--- src/rtl/alu_test_sequencer.sv ---
// Exhaustive sweep tester for a 4-bit ALU: drives all 1024 {op, a, b} vectors, waits a
// configurable settle time, checks the result against a built-in model and tallies pass/fail.
module alu_test_sequencer #(
    parameter int unsigned SETTLE_CYCLES = 1
) (
    input  logic        clk,
    input  logic        rst_n,
    input  logic        start,
    input  logic        cin_cfg,
    output logic [3:0]  alu_a,
    output logic [3:0]  alu_b,
    output logic [2:0]  alu_f,
    output logic        alu_cin,
    input  logic [3:0]  alu_z,
    input  logic        alu_cout_add,
    input  logic        alu_cout_sub,
    input  logic        alu_ovf_add,
    input  logic        alu_ovf_sub,
    output logic        busy,
    output logic        done,
    output logic [10:0] pass_count,
    output logic [10:0] fail_count,
    output logic        first_fail_valid,
    output logic [9:0]  first_fail_vec
);

    typedef enum logic [2:0] {StIdle, StDrive, StSettle, StCheck, StDone} state_e;

    state_e      state_q, state_d;
    logic [9:0]  idx_q;
    logic [3:0]  settle_cnt_q;
    logic        cin_q;
    logic        last_vec;
    logic        settle_last;
    logic        mismatch;
    logic [4:0]  sum;
    logic [4:0]  diff;
    logic        ovf_add;
    logic        ovf_sub;

    assign last_vec    = &idx_q;
    assign settle_last = (settle_cnt_q == 4'(SETTLE_CYCLES - 1));

    // State register
    always_ff @(posedge clk or negedge rst_n) begin
        if (!rst_n) begin
            state_q <= StIdle;
        end else begin
            state_q <= state_d;
        end
    end

    // Next-state logic
    always_comb begin
        state_d = state_q;
        unique case (state_q)
            StIdle:   if (start) state_d = StDrive;
            StDrive:  state_d = StSettle;
            StSettle: if (settle_last) state_d = StCheck;
            StCheck:  state_d = last_vec ? StDone : StDrive;
            StDone:   state_d = StIdle;
            default:  state_d = StIdle;
        endcase
    end

    // Moore outputs
    always_comb begin
        busy = 1'b0;
        done = 1'b0;
        unique case (state_q)
            StDrive, StSettle, StCheck: busy = 1'b1;
            StDone:                     done = 1'b1;
            default:                    ;
        endcase
    end

    // Reference model evaluated on the operands currently driven to the ALU
    always_comb begin
        sum     = {1'b0, alu_a} + {1'b0, alu_b} + {4'b0, alu_cin};
        diff    = {1'b0, alu_a} - {1'b0, alu_b} - {4'b0, alu_cin};
        ovf_add = (alu_a[3] == alu_b[3]) && (sum[3] != alu_a[3]);
        ovf_sub = (alu_a[3] != alu_b[3]) && (diff[3] != alu_a[3]);
        mismatch = 1'b0;
        // 4-state compare so an unknown on any checked bit is a mismatch
        case (alu_f[1:0])
            2'b00: mismatch = (alu_z !== sum[3:0]) || (alu_cout_add !== sum[4]) ||
                              (alu_ovf_add !== ovf_add);
            2'b01: mismatch = (alu_z !== diff[3:0]) || (alu_cout_sub !== ~diff[4]) ||
                              (alu_ovf_sub !== ovf_sub);
            2'b10: mismatch = (alu_z !== (alu_a & alu_b));
            default: mismatch = (alu_z !== (alu_a | alu_b));
        endcase
    end

    // Datapath: vector drive, settle timer, scoreboard counters
    always_ff @(posedge clk or negedge rst_n) begin
        if (!rst_n) begin
            idx_q            <= '0;
            settle_cnt_q     <= '0;
            cin_q            <= 1'b0;
            alu_a            <= '0;
            alu_b            <= '0;
            alu_f            <= 3'b111;
            alu_cin          <= 1'b0;
            pass_count       <= '0;
            fail_count       <= '0;
            first_fail_valid <= 1'b0;
            first_fail_vec   <= '0;
        end else begin
            unique case (state_q)
                StIdle: begin
                    if (start) begin
                        idx_q            <= '0;
                        cin_q            <= cin_cfg;
                        pass_count       <= '0;
                        fail_count       <= '0;
                        first_fail_valid <= 1'b0;
                        first_fail_vec   <= '0;
                    end
                end
                StDrive: begin
                    alu_f        <= {1'b0, idx_q[9:8]};
                    alu_a        <= idx_q[7:4];
                    alu_b        <= idx_q[3:0];
                    alu_cin      <= cin_q;
                    settle_cnt_q <= '0;
                end
                StSettle: begin
                    settle_cnt_q <= settle_cnt_q + 4'd1;
                end
                StCheck: begin
                    if (mismatch) begin
                        fail_count <= fail_count + 11'd1;
                        if (!first_fail_valid) begin
                            first_fail_valid <= 1'b1;
                            first_fail_vec   <= idx_q;
                        end
                    end else begin
                        pass_count <= pass_count + 11'd1;
                    end
                    idx_q <= idx_q + 10'd1;
                    if (last_vec) begin
                        alu_a   <= '0;
                        alu_b   <= '0;
                        alu_f   <= 3'b111;
                        alu_cin <= 1'b0;
                    end
                end
                default: ;
            endcase
        end
    end

endmodule

--- config.mk ---
export PLATFORM = sky130hd
export DESIGN_NAME = alu_test_sequencer
export DESIGN_NICKNAME = d
export VERILOG_FILES = /design/src/rtl/alu_test_sequencer.sv
export SDC_FILE = /design/constraint.sdc
export NUM_CORES = 1
export LEC_CHECK = 0
export CORE_MARGIN = 3
export CORE_UTILIZATION = 61
export CTS_BUF_LIST = sky130_fd_sc_hd__clkbuf_4
export DETAILED_ROUTE_END_ITERATION = 12
export GPL_ROUTABILITY_DRIVEN = 0
export PLACE_DENSITY = 0.89
export SLEW_MARGIN = 20
export SYNTH_ARGS = -nofsm -noshare
export SYNTH_HDL_FRONTEND = slang
export SYNTH_SLANG_ARGS = --single-unit
--- constraint.sdc ---
create_clock -name clk -period 5.6 [get_ports clk]
set_input_delay 1.12 -clock clk [delete_from_list [all_inputs] [get_ports clk]]
set_output_delay 1.12 -clock clk [all_outputs]
set_load 0.01 [all_outputs]
# After elaboration in Yosys (flattened, before gate mapping)
# Index checks and enable logic that the tools add are counted.
[totals]
register_bits = 63
out_inout_bits = 47
mem_count = 0
mem_bits_ro = 0
latch_bits = 0
word_cells = 96
ram_bits = 0
[op_classes]
n_reduce_logical = 21
div = 0
n_mux = 28
addsub = 8
multipliers = 0
order_cmp = 0
eq_ne = 24
shifts = 0
bitwise_logic = 3
[op_table]
columns = ["cell", "count"]
rows = [
  ["$pmux 11 s2", 2],
  ["$pmux 10 s2", 2],
  ["$mux 11", 3],
  ["$mux 10", 3],
  ["$pmux 4 s2", 3],
  ["$add 11x1->11 const B", 2],
  ["$nex 4x4->1", 4],
  ["$mux 3", 4],
  ["$ne 2x2->1 const B", 6],
  ["$pmux 3 s4", 1],
  ["$add 10x1->10 const B", 1],
  ["$reduce_and 10->1", 1],
  ["$reduce_and 2->1", 4],
  ["$eq 3x2->1 const B", 2],
  ["$pmux 3 s2", 1],
  ["$reduce_and 3->1", 2],
  ["$reduce_bool 2->1", 3],
  ["$add 4x4->5", 1],
  ["$add 5x1->5", 1],
  ["$mux 1", 5],
  ["$sub 4x4->5", 1],
  ["$sub 5x1->5", 1],
  ["$add 4x1->4 const B", 1],
  ["$and 4x4->4", 1],
  ["other kinds (19)", 29],
]

# Longest topological paths before layout
[depth]
word_depth = 9
depth_mapped = 15

# Least setup slack after synthesis
# Ideal clock, no wire load.
[synth_timing]
path_kind = "flip-flop to flip-flop"
start = "register alu_a[0]"
end = "register pass_count[2]"
path_stages_with_launch = 15
synth_period_minus_slack_ns = 3.631
path_buffers = 1
setup_slack_ns = 1.969
arrival_time_ns = 3.552
required_ns = 5.521
cell_sequence = "dfrtp_1 > inv_1 > fa_1 > inv_1 > ha_1 > or2_4 > fa_1 > xnor2_1 > nand2_1 > nor4b_4 > o211ai_1 > a221oi_2 > buf_6 > mux2_2 > mux2i_1"
[synth_via]
elab_chain_cells = 9
[synth_rtl]
columns = ["element", "line", "rtl"]
rows = [
  ["start: declaration", "10", "output logic [3:0] alu_a,"],
  ["start signal: assignment", "123", "alu_a <= idx_q[7:4];"],
  ["$sub 4x4->5 / $add 4x4->5 (equally long branches)", "80, 79", ""],
  ["$sub 5x1->5 / $add 5x1->5 (equally long branches)", "80, 79", ""],
  ["$ne 1x1->1, or another cell as far along", "82", "ovf_sub = (alu_a[3] != alu_b[3]) && (diff[3] != alu_a[3]);"],
  ["$logic_and 1x1->1, or another cell as far along", "82", ""],
  ["$nex 1x1->1, or another cell as far along", "89", "(alu_ovf_sub !== ovf_sub);"],
  ["$logic_or 1x1->1 (on tied branches)", "88, 86", ""],
  ["$pmux 1 s3 (*)", "85", "case (alu_f[1:0])"],
  ["$ne 2x2->1 (no line) (*)", "n/a", ""],
  ["$reduce_and 3->1 (no line) (*)", "n/a", ""],
  ["end signal: assignment", "139", "pass_count <= pass_count + 11'd1;"],
  ["end: declaration", "21", "output logic [10:0] pass_count,"],
]
# Mark *: on every way between the ends. The rest lies on a longest branch, timed or not.
# A chain may end at the register's enable or synchronous reset.

# Worst setup path after layout
[layout_timing]
start = "register alu_a[0]"
end = "register first_fail_vec[5]"
[layout_via]
elab_chain_cells = 9
[layout_rtl]
columns = ["element", "line", "rtl"]
rows = [
  ["$sub 4x4->5 / $add 4x4->5 (equally long branches)", "80, 79", ""],
  ["$sub 5x1->5 / $add 5x1->5 (equally long branches)", "80, 79", ""],
  ["$ne 1x1->1, or another cell as far along", "82", ""],
  ["$logic_and 1x1->1, or another cell as far along", "82", ""],
  ["$nex 1x1->1, or another cell as far along", "89", ""],
  ["$logic_or 1x1->1 (on tied branches)", "88, 86", ""],
  ["$pmux 1 s3 (*)", "85", ""],
  ["$ne 2x2->1 (no line) (*)", "n/a", ""],
  ["$reduce_and 4->1 (no line) (*)", "n/a", ""],
  ["end signal: assignment", "136", "first_fail_vec <= idx_q;"],
  ["end: declaration", "24", "output logic [9:0] first_fail_vec"],
]
# Marked as above.

==> results.tsv <==
metric	value	unit
first-pass GRT wire length	15400	µm
CTS tree	built	
Hold WS	0.499	ns
combinational share of power	47.2	%
slowest CP cell	o2111a_1	
internal power	1.21	mW
Routed Antenna Nets	0	
switch share	41.0	%
n_diodes	0	
CTS Hold Bufs	0	
final setup fails	0	
Mean Syn Cell Area	9.76	µm²
crit path capture type	flop	
PnR worst setup slack	1.35	ns
vias in the first global route	3322	
CP max FO	23	
Final Hold Vio Count	0	
share of power burned in registers	35.4	%
CTS clk-pin slew, worst paths	0.11	ns
Die X	85.4	µm
YS warnings	0	
starting density of the core	63.8	%
# rows	28	
P per Cell Area	442	nW/µm²
RSZ-0062 raised after global routing	no	
minimum clock period after layout	4.25	ns
Worst Setup SP	alu_a[0]	
Clock power frac	17.4	%
pin count of the biggest net entering global routing	64	
post-CTS setup buffers	0	
Setup TNS	0	ns
Worst Path Required	5.94	ns
Port-buffer cells	58	
NumNets Final	489	
CTS max path bufs	2	
WS Path Type	reg -> reg	
core area	6030	µm²
status	finished clean	
pre-CTS setup slack	1.39	ns
critical hold path startpoint	alu_f[2]	
max-capacitance violation count	0	
Post-synth EDFFs	0	
WL per Instance	16.6	µm
leading cell types in the layout, fill and taps excluded	dfrtp_1 (60), clkdlybuf4s50_1 (57), nand2_1 (41), inv_1 (32), o21ai_0 (21)	
Tcrit/Tclk final	76.0	%
via-per-instance ratio	6.05	
total power	2.04	mW
max-slew violation count	0	
syn nets	429	
top_reg_cell synth	dfrtp_1	
startpoint type of the worst setup path	flop	
total length of routed wires	8890	µm
Iteration-0 DRC Markers	207	
P&R area growth vs syn	20.2	%
GR Overflow Total	0	
most common cell after layout, fill and taps aside	dfrtp_1	
post-DP HPWL	6340	µm
DRT Pass-1 Iters	4	
CTS Buf Count	9	
fin area	4620	µm²
root buffer cell	clkbuf_4	
Pleak	2.10	nW
worst slew pin tran	0.781	ns
initial antenna violation count	0	
Resized cells post-CTS	0	
synth unique cells	55	
Synth Instances	394	
Fill cells	415	
HP Class	reg -> reg	
maximum vdd ir drop	0.295	mV
Total Routing Usage GR	26.4	%
clock latency on the worst-skew pair	0.43	ns
I/O Pins	59	
sequential element share of the synthesized area	41.1	%
worst path cell trace	inv_1 > fa_1 > inv_1 > ha_1 > or2_4 > fa_1 > o21a_1 > nor2_1 > xnor2_1 > o2111ai_1 > o2111a_1 > nor2b_1 > buf_4 > mux2i_1	
CTS sink cnt	63	
drt drc	0	
Die Ht	85.4	µm
CTS HTree Levels	3	
Worst slew margin	47.8	%
#FFs+latches synth	63	
synthesized area	3850	µm²
share of cells above drive strength 1	9.15	%
Fin Clk Skew	0.0216	ns
CP Data Arrival Time	4.60	ns
vias	3229	
die area	7290	µm²
DP Area	4460	µm²
FMAX	235	MHz
Psw	0.837	mW
max incr delay on CP	0.70	ns
Worst R2R Start	alu_a[0]	
Post-synth ARST share	100	%
==> registers in the layout, indices dropped and copies added (netlist names), 3 cells and up <==
| signal | cells |
|---|---|
| alu_a | 4 |
| alu_f | 3 |
| first_fail_vec | 10 |
| idx_q | 10 |
| fail_count | 11 |
| pass_count | 11 |
| settle_cnt_q | 4 |
| alu_b | 4 |
| state_q | 3 |
==> synth_stat cells, types with 3 or more instances <==
cell type | number | area share, %
xnor2_1 | 12 | 2.7
nor3b_1 | 10 | 2.0
and2_1 | 5 | 0.81
nand3b_1 | 3 | 0.59
xor2_1 | 8 | 1.8
and3_1 | 9 | 1.5
and3_2 | 5 | 0.98
mux2_2 | 5 | 1.5
nor3_1 | 6 | 0.78
dfstp_2 | 3 | 2.0
mux2i_1 | 18 | 4.7
fa_1 | 4 | 2.1
a211o_1 | 6 | 1.4
clkbuf_1 | 8 | 0.78
a21o_1 | 5 | 0.98
a221o_1 | 5 | 1.3
a21oi_1 | 14 | 1.8
a22o_1 | 13 | 3.0
o21ai_0 | 21 | 2.7
nor2b_1 | 3 | 0.49
nand3_1 | 18 | 2.3
nand4_1 | 4 | 0.65
ha_1 | 19 | 6.2
dfrtp_1 | 60 | 39
inv_1 | 32 | 3.1
nor2_1 | 20 | 2.0
nand2_1 | 41 | 4.0
==> per-layer routing <==
metal	routed length [µm]	vias to the layer above	global-route usage (%)	part of all wire, %
li1	-	1524	-	-
met1	3880	1585	35.1	44
met2	4420	101	43.1	50
met3	419	19	4.95	4.7
met4	171	0	9.78	1.9
met5	0	-	0	0
==> cell type report <==
cell class,count,area [µm²],area share (%)
timing repair buffer,62,606,13.1
inverter,33,124,2.68
multi-input combinational,285,2060,44.5
clock buffer,10,75.1,1.62
tap,75,93.8,2.03
sequential,63,1580,34.2
clock inverter,6,85.1,1.84
==> kinds of logic after synthesis <==
logic type                 synth area share, %
buffers and inverters                     5.37
and+or+nand+nor                           19.6
DFF                                       41.1
AOI/OAI and AO/OA                         15.0
adders and majority gates                 8.26
xor gates and xnor gates                  4.55
muxes                                     6.15
==> final timing paths <==
check,end,slack (ns),cells past startpoint
worst max-delay path,first_fail_vec[5],1.35,14
worst min-delay path,alu_f[2],0.50,2
worst max register to register,first_fail_vec[5],1.35,14
worst min register to register,alu_f[2],0.50,2
max in group asynchronous,fail_count[10],4.24,2
min in group asynchronous,settle_cnt_q[3],0.82,2
==> power groups by stage <==
stage / logic [mW] / registers [mW] / clock network [mW]
6_report: 0.964 / 0.723 / 0.356
5_1_grt: 1.07 / 0.743 / 0.379
3_5_place_dp: 0.961 / 0.727 / 0
2_1_floorplan: 0.671 / 0.700 / 0
4_1_cts: 0.968 / 0.722 / 0.358
3_3_place_gp: 0.920 / 0.723 / 0
==> worst max-delay path, delay by kind of cell (launching register included) <==
kind	cells	cell delay [ns]
xor+xnor	1	0.10
buf+inv	3	0.45
fa+ha+maj	3	1.21
mux	1	0.22
compound gates	3	1.00
simple gates	3	0.77
flops	1	0.42
==> per-stage QoR <==
step	util, %	cells
3_3_place_gp	74.1	518
2_1_floorplan	-	394
5_1_grt	76.7	534
4_1_cts	76.7	534
3_5_place_dp	74.1	518
6_report	76.7	534
Power figures use the tool's default switching activity.
